File: config.mk
export PLATFORM = sky130hd
export DESIGN_NAME = cpu_ctrl
export DESIGN_NICKNAME = d
export VERILOG_FILES = /design/src/rtl/cpu_ctrl.sv
export SDC_FILE = /design/constraint.sdc
export NUM_CORES = 1
export LEC_CHECK = 0
export CORE_ASPECT_RATIO = 0.8
export CORE_MARGIN = 2
export CORE_UTILIZATION = 55
export DETAILED_ROUTE_END_ITERATION = 7
export PLACE_DENSITY = 0.86
export SYNTH_ARGS = -nofsm -noshare
export SYNTH_HDL_FRONTEND = slang
export SYNTH_SLANG_ARGS = --single-unit
File: constraint.sdc
create_clock -name clk -period 3.4 [get_ports clk]
set_input_delay 0.34 -clock clk [delete_from_list [all_inputs] [get_ports clk]]
set_output_delay 0.34 -clock clk [all_outputs]
set_load 0.05 [all_outputs]
File: src/rtl/cpu_ctrl.sv
// cpu_ctrl: multi-cycle fetch/decode/execute sequencer for the 8-bit mini CPU.
// Fetches over a req/ack port, holds a 4-entry register file and drives the ALU.
module cpu_ctrl #(
    parameter logic [7:0]  RESET_PC = 8'h00,
    parameter int unsigned DATA_W   = 8
) (
    input  logic              clk,
    input  logic              rst,
    output logic              imem_req,
    output logic [7:0]        imem_addr,
    input  logic              imem_ack,
    input  logic [7:0]        imem_rdata,
    output logic [2:0]        alu_op,
    output logic [DATA_W-1:0] alu_a,
    output logic [DATA_W-1:0] alu_b,
    input  logic [DATA_W-1:0] alu_y,
    input  logic              alu_zero,
    output logic [7:0]        pc,
    output logic              retire,
    output logic              halted,
    output logic              zflag
);

    typedef enum logic [2:0] {
        S_FETCH,
        S_DECODE,
        S_FETCH_IMM,
        S_EXEC,
        S_HALT
    } state_e;

    localparam logic [2:0] OP_JNZ  = 3'b100;
    localparam logic [2:0] OP_LDI  = 3'b101;
    localparam logic [2:0] OP_NOP  = 3'b110;
    localparam logic [2:0] OP_HALT = 3'b111;

    state_e                 state_q, state_d;
    logic [7:0]             pc_q, pc_d;
    logic                   req_q, req_d;
    logic [7:0]             addr_q, addr_d;
    logic [6:0]             ir_q, ir_d;
    logic [7:0]             imm_q, imm_d;
    logic [3:0][DATA_W-1:0] rf_q, rf_d;
    logic [2:0]             op_q, op_d;
    logic [DATA_W-1:0]      a_q, a_d;
    logic [DATA_W-1:0]      b_q, b_d;
    logic                   halted_q, halted_d;
    logic                   zflag_q, zflag_d;

    logic [2:0]        opc;
    logic [1:0]        rd;
    logic [1:0]        rs;
    logic [DATA_W-1:0] ld_a;

    // ir_q keeps instruction bits [7:1]; bit 0 carries no meaning
    assign opc  = ir_q[6:4];
    assign rd   = ir_q[3:2];
    assign rs   = ir_q[1:0];
    assign ld_a = (opc == OP_JNZ) ? rf_q[rs] : rf_q[rd];

    always_comb begin
        state_d  = state_q;
        pc_d     = pc_q;
        req_d    = req_q;
        addr_d   = addr_q;
        ir_d     = ir_q;
        imm_d    = imm_q;
        rf_d     = rf_q;
        op_d     = op_q;
        a_d      = a_q;
        b_d      = b_q;
        halted_d = halted_q;
        zflag_d  = zflag_q;
        retire   = 1'b0;
        unique case (state_q)
            S_FETCH, S_FETCH_IMM: begin
                if (!req_q) begin
                    req_d  = 1'b1;
                    addr_d = pc_q;
                end else if (imem_ack) begin
                    req_d = 1'b0;
                    pc_d  = pc_q + 8'd1;
                    // imm is overwritten by the second byte when there is one
                    imm_d = imem_rdata;
                    if (state_q == S_FETCH) begin
                        ir_d    = imem_rdata[7:1];
                        state_d = S_DECODE;
                    end else begin
                        state_d = S_EXEC;
                        op_d    = opc;
                        a_d     = ld_a;
                        b_d     = rf_q[rs];
                    end
                end
            end
            S_DECODE: begin
                unique case (opc)
                    OP_JNZ, OP_LDI: state_d = S_FETCH_IMM;
                    OP_NOP: begin
                        retire  = 1'b1;
                        state_d = S_FETCH;
                    end
                    OP_HALT: begin
                        retire   = 1'b1;
                        halted_d = 1'b1;
                        state_d  = S_HALT;
                    end
                    default: begin
                        state_d = S_EXEC;
                        op_d    = opc;
                        a_d     = ld_a;
                        b_d     = rf_q[rs];
                    end
                endcase
            end
            S_EXEC: begin
                retire  = 1'b1;
                state_d = S_FETCH;
                unique case (opc)
                    OP_JNZ: begin
                        if (alu_y[0]) pc_d = imm_q;
                    end
                    OP_LDI: rf_d[rd] = DATA_W'(imm_q);
                    default: begin
                        rf_d[rd] = alu_y;
                        zflag_d  = alu_zero;
                    end
                endcase
            end
            default: ;
        endcase
    end

    always_ff @(posedge clk or posedge rst) begin
        if (rst) begin
            state_q  <= S_FETCH;
            pc_q     <= RESET_PC;
            req_q    <= 1'b0;
            addr_q   <= 8'h00;
            ir_q     <= '0;
            imm_q    <= 8'h00;
            rf_q     <= '0;
            op_q     <= 3'b000;
            a_q      <= '0;
            b_q      <= '0;
            halted_q <= 1'b0;
            zflag_q  <= 1'b0;
        end else begin
            state_q  <= state_d;
            pc_q     <= pc_d;
            req_q    <= req_d;
            addr_q   <= addr_d;
            ir_q     <= ir_d;
            imm_q    <= imm_d;
            rf_q     <= rf_d;
            op_q     <= op_d;
            a_q      <= a_d;
            b_q      <= b_d;
            halted_q <= halted_d;
            zflag_q  <= zflag_d;
        end
    end

    assign imem_req  = req_q;
    assign imem_addr = addr_q;
    assign alu_op    = op_q;
    assign alu_a     = a_q;
    assign alu_b     = b_q;
    assign pc        = pc_q;
    assign halted    = halted_q;
    assign zflag     = zflag_q;

endmodule

* Word level (Yosys, flattened, before mapping) *
Index checks and enable logic that the tools add are counted.

storage, ports and cells
  flip-flop bits (word level) = 88
  output and inout bits = 39
  logic and storage cells = 92

operators by class
  add/subtract/negate cells = 1
  $lt $le $gt $ge = 3
  equal/unequal tests = 13
  mux-type cells = 39
  bitwise operators = 3
  reduce and logical (&&, ||, !) cells = 18

operators by type and width
  operator                                                               number
  8-bit 2-to-1 mux                                                       16
  32-bit bitwise mux                                                     2
  32-bit one-hot mux with 2 select lines                                 1
  8-bit one-hot mux with 2 select lines                                  3
  8-bit binary-select mux with 2-bit select                              2
  3-bit 2-to-1 mux                                                       6
  3-bit one-hot mux with 3 select lines                                  2
  8-bit demux with 2-bit select                                          1
  3-bit == test (second input constant)                                  4
  2-bit inequality test (second input constant)                          6
  5-bit AND reduction                                                    2
  8-bit by 1-bit adder with 8-bit output (second input constant)         1
  2-bit AND reduction                                                    4
  3-bit by 2-bit == test with 1-bit output (second input constant)       2
  2-bit by 3-bit < comparator with 1-bit output (second input constant)  2
  3-bit one-hot mux with 2 select lines                                  1
  3-bit AND reduction                                                    2
  2-bit OR reduction                                                     3
  4-bit AND reduction                                                    1
  2-bit nonzero test                                                     2
  4-bit OR reduction                                                     1
  3-bit by 1-bit == test with 1-bit output (second input constant)       1
  3-bit logical NOT                                                      1
  1-bit 2-to-1 mux                                                       3
  6 further kinds                                                        8

* Longest topological paths before layout *
  depth after elaboration = 7
  gate-level depth with buffers = 7
  depth with buffers taken out = 4

* Worst setup path before layout *
OpenSTA, ideal clock, no wires.

  path kind = register to register
  start point = register req_q (netlist: imem_req)
  end point = register b_q[0] (netlist: alu_b[0])
  library setup time = 0.125 ns
  arrival = 1.696 ns
  required time = 3.275 ns
  setup slack = 1.579 ns
  cell stages (with the launch flop) = 5
  period minus slack after synthesis = 1.821 ns
  path through = dfrtp_1 -> nand4b_1 -> a21oi_4 -> buf_12 -> mux2_4

on the way
  word-level cells in the longest chain between the ends = 2

ends and longest elaborated chain
  item                                    line  source
  start, declared                         39    logic req_q, req_d;
  start signal, assigned                  151   req_q <= req_d;
  2-bit inequality test (no source line)  -
  5-bit AND reduction (no source line)    -
  end signal, assigned                    145   b_q <= '0;
  end signal, assigned                    158   b_q <= b_d;
  end, declared                           46    logic [DATA_W-1:0] b_q, b_d;

Every way passes these cells.
A chain may end at the register's enable or synchronous reset.

* Worst setup path in the final report *
  start point = register state_q[2]
  end point = output port retire

on the way
  word-level cells in the longest chain between the ends = 2
  elaborated cells between the ends (all ways) = 3

ends and longest elaborated chain
  item                                                                                                  line  source
  start, declared                                                                                       37    state_e state_q, state_d;
  start signal, assigned                                                                                149   state_q <= state_d;
  3-bit by 2-bit == test with 1-bit output or 3-bit by 1-bit == test with 1-bit output (tied branches)  75    unique case (state_q)
  1-bit one-hot mux with 2 select lines (*)                                                             75
  end, declared                                                                                         19    output logic retire,

Every way passes the cells marked *; elsewhere a longest branch is shown, timed or not.

==> reports/metrics.yaml <==
sta:
  rsz0062_at_grt: "false"
  finalWorstSetupSlack_ns: 1.015
  fin_skew_ns: 0.007884
  tns_ns: 0
  post-route-period-util_pct: 70.14
  finalHoldViolCount: 0
  clock.fmax_mhz: 419.3
  drv_slew: 0
  slew_headroom_pct: 39.64
  min_period_ns: 2.385
  holdWs_ns: 0.4049
  worstMarginPinSlew_ns: 0.9015
  setup_viol: 0
drt:
  dr.pass1.iters: 5
  vias: 2974
  final_antenna_net_count: 0
  drc: 0
  dr.first_iter.drc_count: 135
  wire_per_inst_um: 17.59
  finalWirelength_mm: 9.005
  viasPerCell: 5.809
floorplanning:
  rows: 28
  die_y_um: 82.56
  die_x_um: 102.2
  dieArea_mm2: 0.008437
  start_util_pct: 57.13
  core-area_mm2: 0.007427
  io_pins: 59
worst_setup_path:
  r2r-end: "alu_op[0]"
  worst_path_max_delay_cell: "clkdlybuf4s50_1"
  reg2reg_from: "state_q[0]"
  required_ns: 3.06
  arrival_ns: 2.04
  cp-startpoint: "state_q[2]"
  slowest_delay_ns: 0.81
  critPathCaptureType: "primary output"
  crit_fanout: 9
  r2r_cells: 3
  crit_chain: "nand2b_1, nor2_1, clkdlybuf4s50_1"
  r2r_slack_ns: 1.18
  start_kind: "flip-flop"
  worst-setup-path-type: "flip-flop to primary output"
yosys:
  avgSynthCellArea_um2: 12.12
  syn-num-nets: 371
  synth_top_area_share_pct: 51.90
  async_reset_ff_share_pct: 100.0
  yosysSeqAreaShare_pct: 51.90
  ys_warn_count: 0
  synth_top_cell_by_area: "dfrtp_1"
  synth_area_leaders: "dfrtp_1 (52%), mux4_2 (6.9%), mux2_2 (6.1%)"
  syn-cell-area_mm2: 0.004243
  synth_ff_type: "dfrtp_1"
  synth-seq-cells: 88
  synth.distinct_cells: 50
  synth_cells: 350
  synth_edf_count: 0
power_and_ir_drop:
  finalPower_uw: 5538
  p_leak_uw: 0.002083
  vdd_drop_max_v: 0.0007418
  p_per_area_mw_per_mm2: 1097
layout:
  layout_commonest_cell: "dfrtp_1"
  drive_gt1_share_pct: 17.69
  final_cell_mix: "dfrtp_1 (88), clkdlybuf4s50_1 (58), nor2_1 (41)"
  diodes: 0
  nets: 423
  syn_to_final_growth_pct: 18.96
cts:
  clockBufferDepth: 2
  cts_root_buf: "clkbuf_8"
  clock_latency_ns: 0.36
  htreeDepth: 3
  clk_pin_slew_ns: 0.09
  cts_resized: 0
  clock-sinks: 88
  cts_buffers: 9
  ctsHoldBuffers: 0
  cts_tree: "built"
  cts_setup_buffers: 0
placement:
  io_buffers: 58
  place_ws_ns: 1.114
  gp_congestion: 0.7590
  dp_hpwl_mm: 6.114
global_routing:
  overflow: 0
  grt_pass1_wl_mm: 14.87
  track_usage_pct: 23.52
  gr-max-usage-layer: "met2"
  antenna_found_initial: 0
  grt.met2_usage_pct: 40.13
  grt_pass1_vias: 2966
  grt_max_degree: 48
  use_met1_pct: 30.04
  globalRouteMet3Util_pct: 6.566
worst_hold_path:
  min_path_type: "input pin to async pin"
status:
  outcome: "finished clean"
flow_run:
  cap_violations: 0
[logic make-up after synthesis]
| group | share of synthesized area (%) |
|---|---|
| and+or+nand+nor | 13.45 |
| AOI/OAI and AO/OA | 9.585 |
| buffers and inverters | 4.719 |
| muxes | 20.05 |
| adders and majority gates | 0.2949 |
| DFF | 51.90 |
[per-stage QoR]
step,utilization [%],instances,cell area (um2)
6_report,67.96,512,5047
5_1_grt,67.96,512,5047
4_1_cts,67.96,512,5047
3_5_place_dp,64.79,496,4812
3_3_place_gp,64.79,496,4812
2_1_floorplan,-,350,4243
[synthesized netlist by cell type (2+ instances only)]
cell type	count
dfrtp_1	88
nor2_1	41
a21oi_1	39
nand2_1	39
mux2_2	23
mux2i_1	16
o21ai_0	14
mux4_2	13
buf_6	7
buf_2	6
nand3_1	5
inv_1	4
mux2_4	4
clkbuf_8	3
mux4_1	3
nand4_1	3
nand4b_1	3
a31oi_1	2
clkbuf_1	2
nor2b_1	2
nor4b_4	2
o21bai_1	2
o22ai_1	2
[area by class of cell]
cell class / count / area (um2)
clock buffer: 10 / 127.6
clock inverter: 6 / 107.6
fill: 573 / 2380
inverter: 4 / 16.27
multi-input combinational: 238 / 1847
sequential: 88 / 2202
tap: 105 / 131.4
timing repair buffer: 61 / 615.6
[per-layer routing]
layer  vias up  share of wire [%]
li1       1360                  -
met1      1481                 42
met2       120                 49
met3        13                7.1
met4         0                1.2
met5         -                  0
[state kept, by name (all words and copies together), names as in the netlist]
register and cells:
imm_q 8, ir_q 7, halted 1, zflag 1, alu_b 8, imem_req 1, alu_a 8, pc 8
state_q 3, alu_op 3, rf_q 32, imem_addr 8
[worst max-delay path, delay by kind of cell, from the launching register on]
kind	cells	cell delay (ns)
simple gates	2	0.38
buf+inv	1	0.81
flops	1	0.50
[report_power, final]
| group | internal (uW) | switching (uW) |
|---|---|---|
| sequential | 1520 | 573 |
| combinational | 1150 | 1440 |
| clock | 486 | 364 |
[worst max path at each step]
stage / cells after the start / slack (ns) / to
3_5_place_dp: 4 / 1.11 / alu_op[0]
6_report: 3 / 1.02 / retire
5_1_grt: 3 / 0.91 / retire
3_3_place_gp: 4 / 1.20 / alu_b[4]
4_1_cts: 3 / 1.01 / retire
2_1_floorplan: 1 / 0.78 / alu_a[0]
No activity file was read; power rests on OpenSTA's default activity.
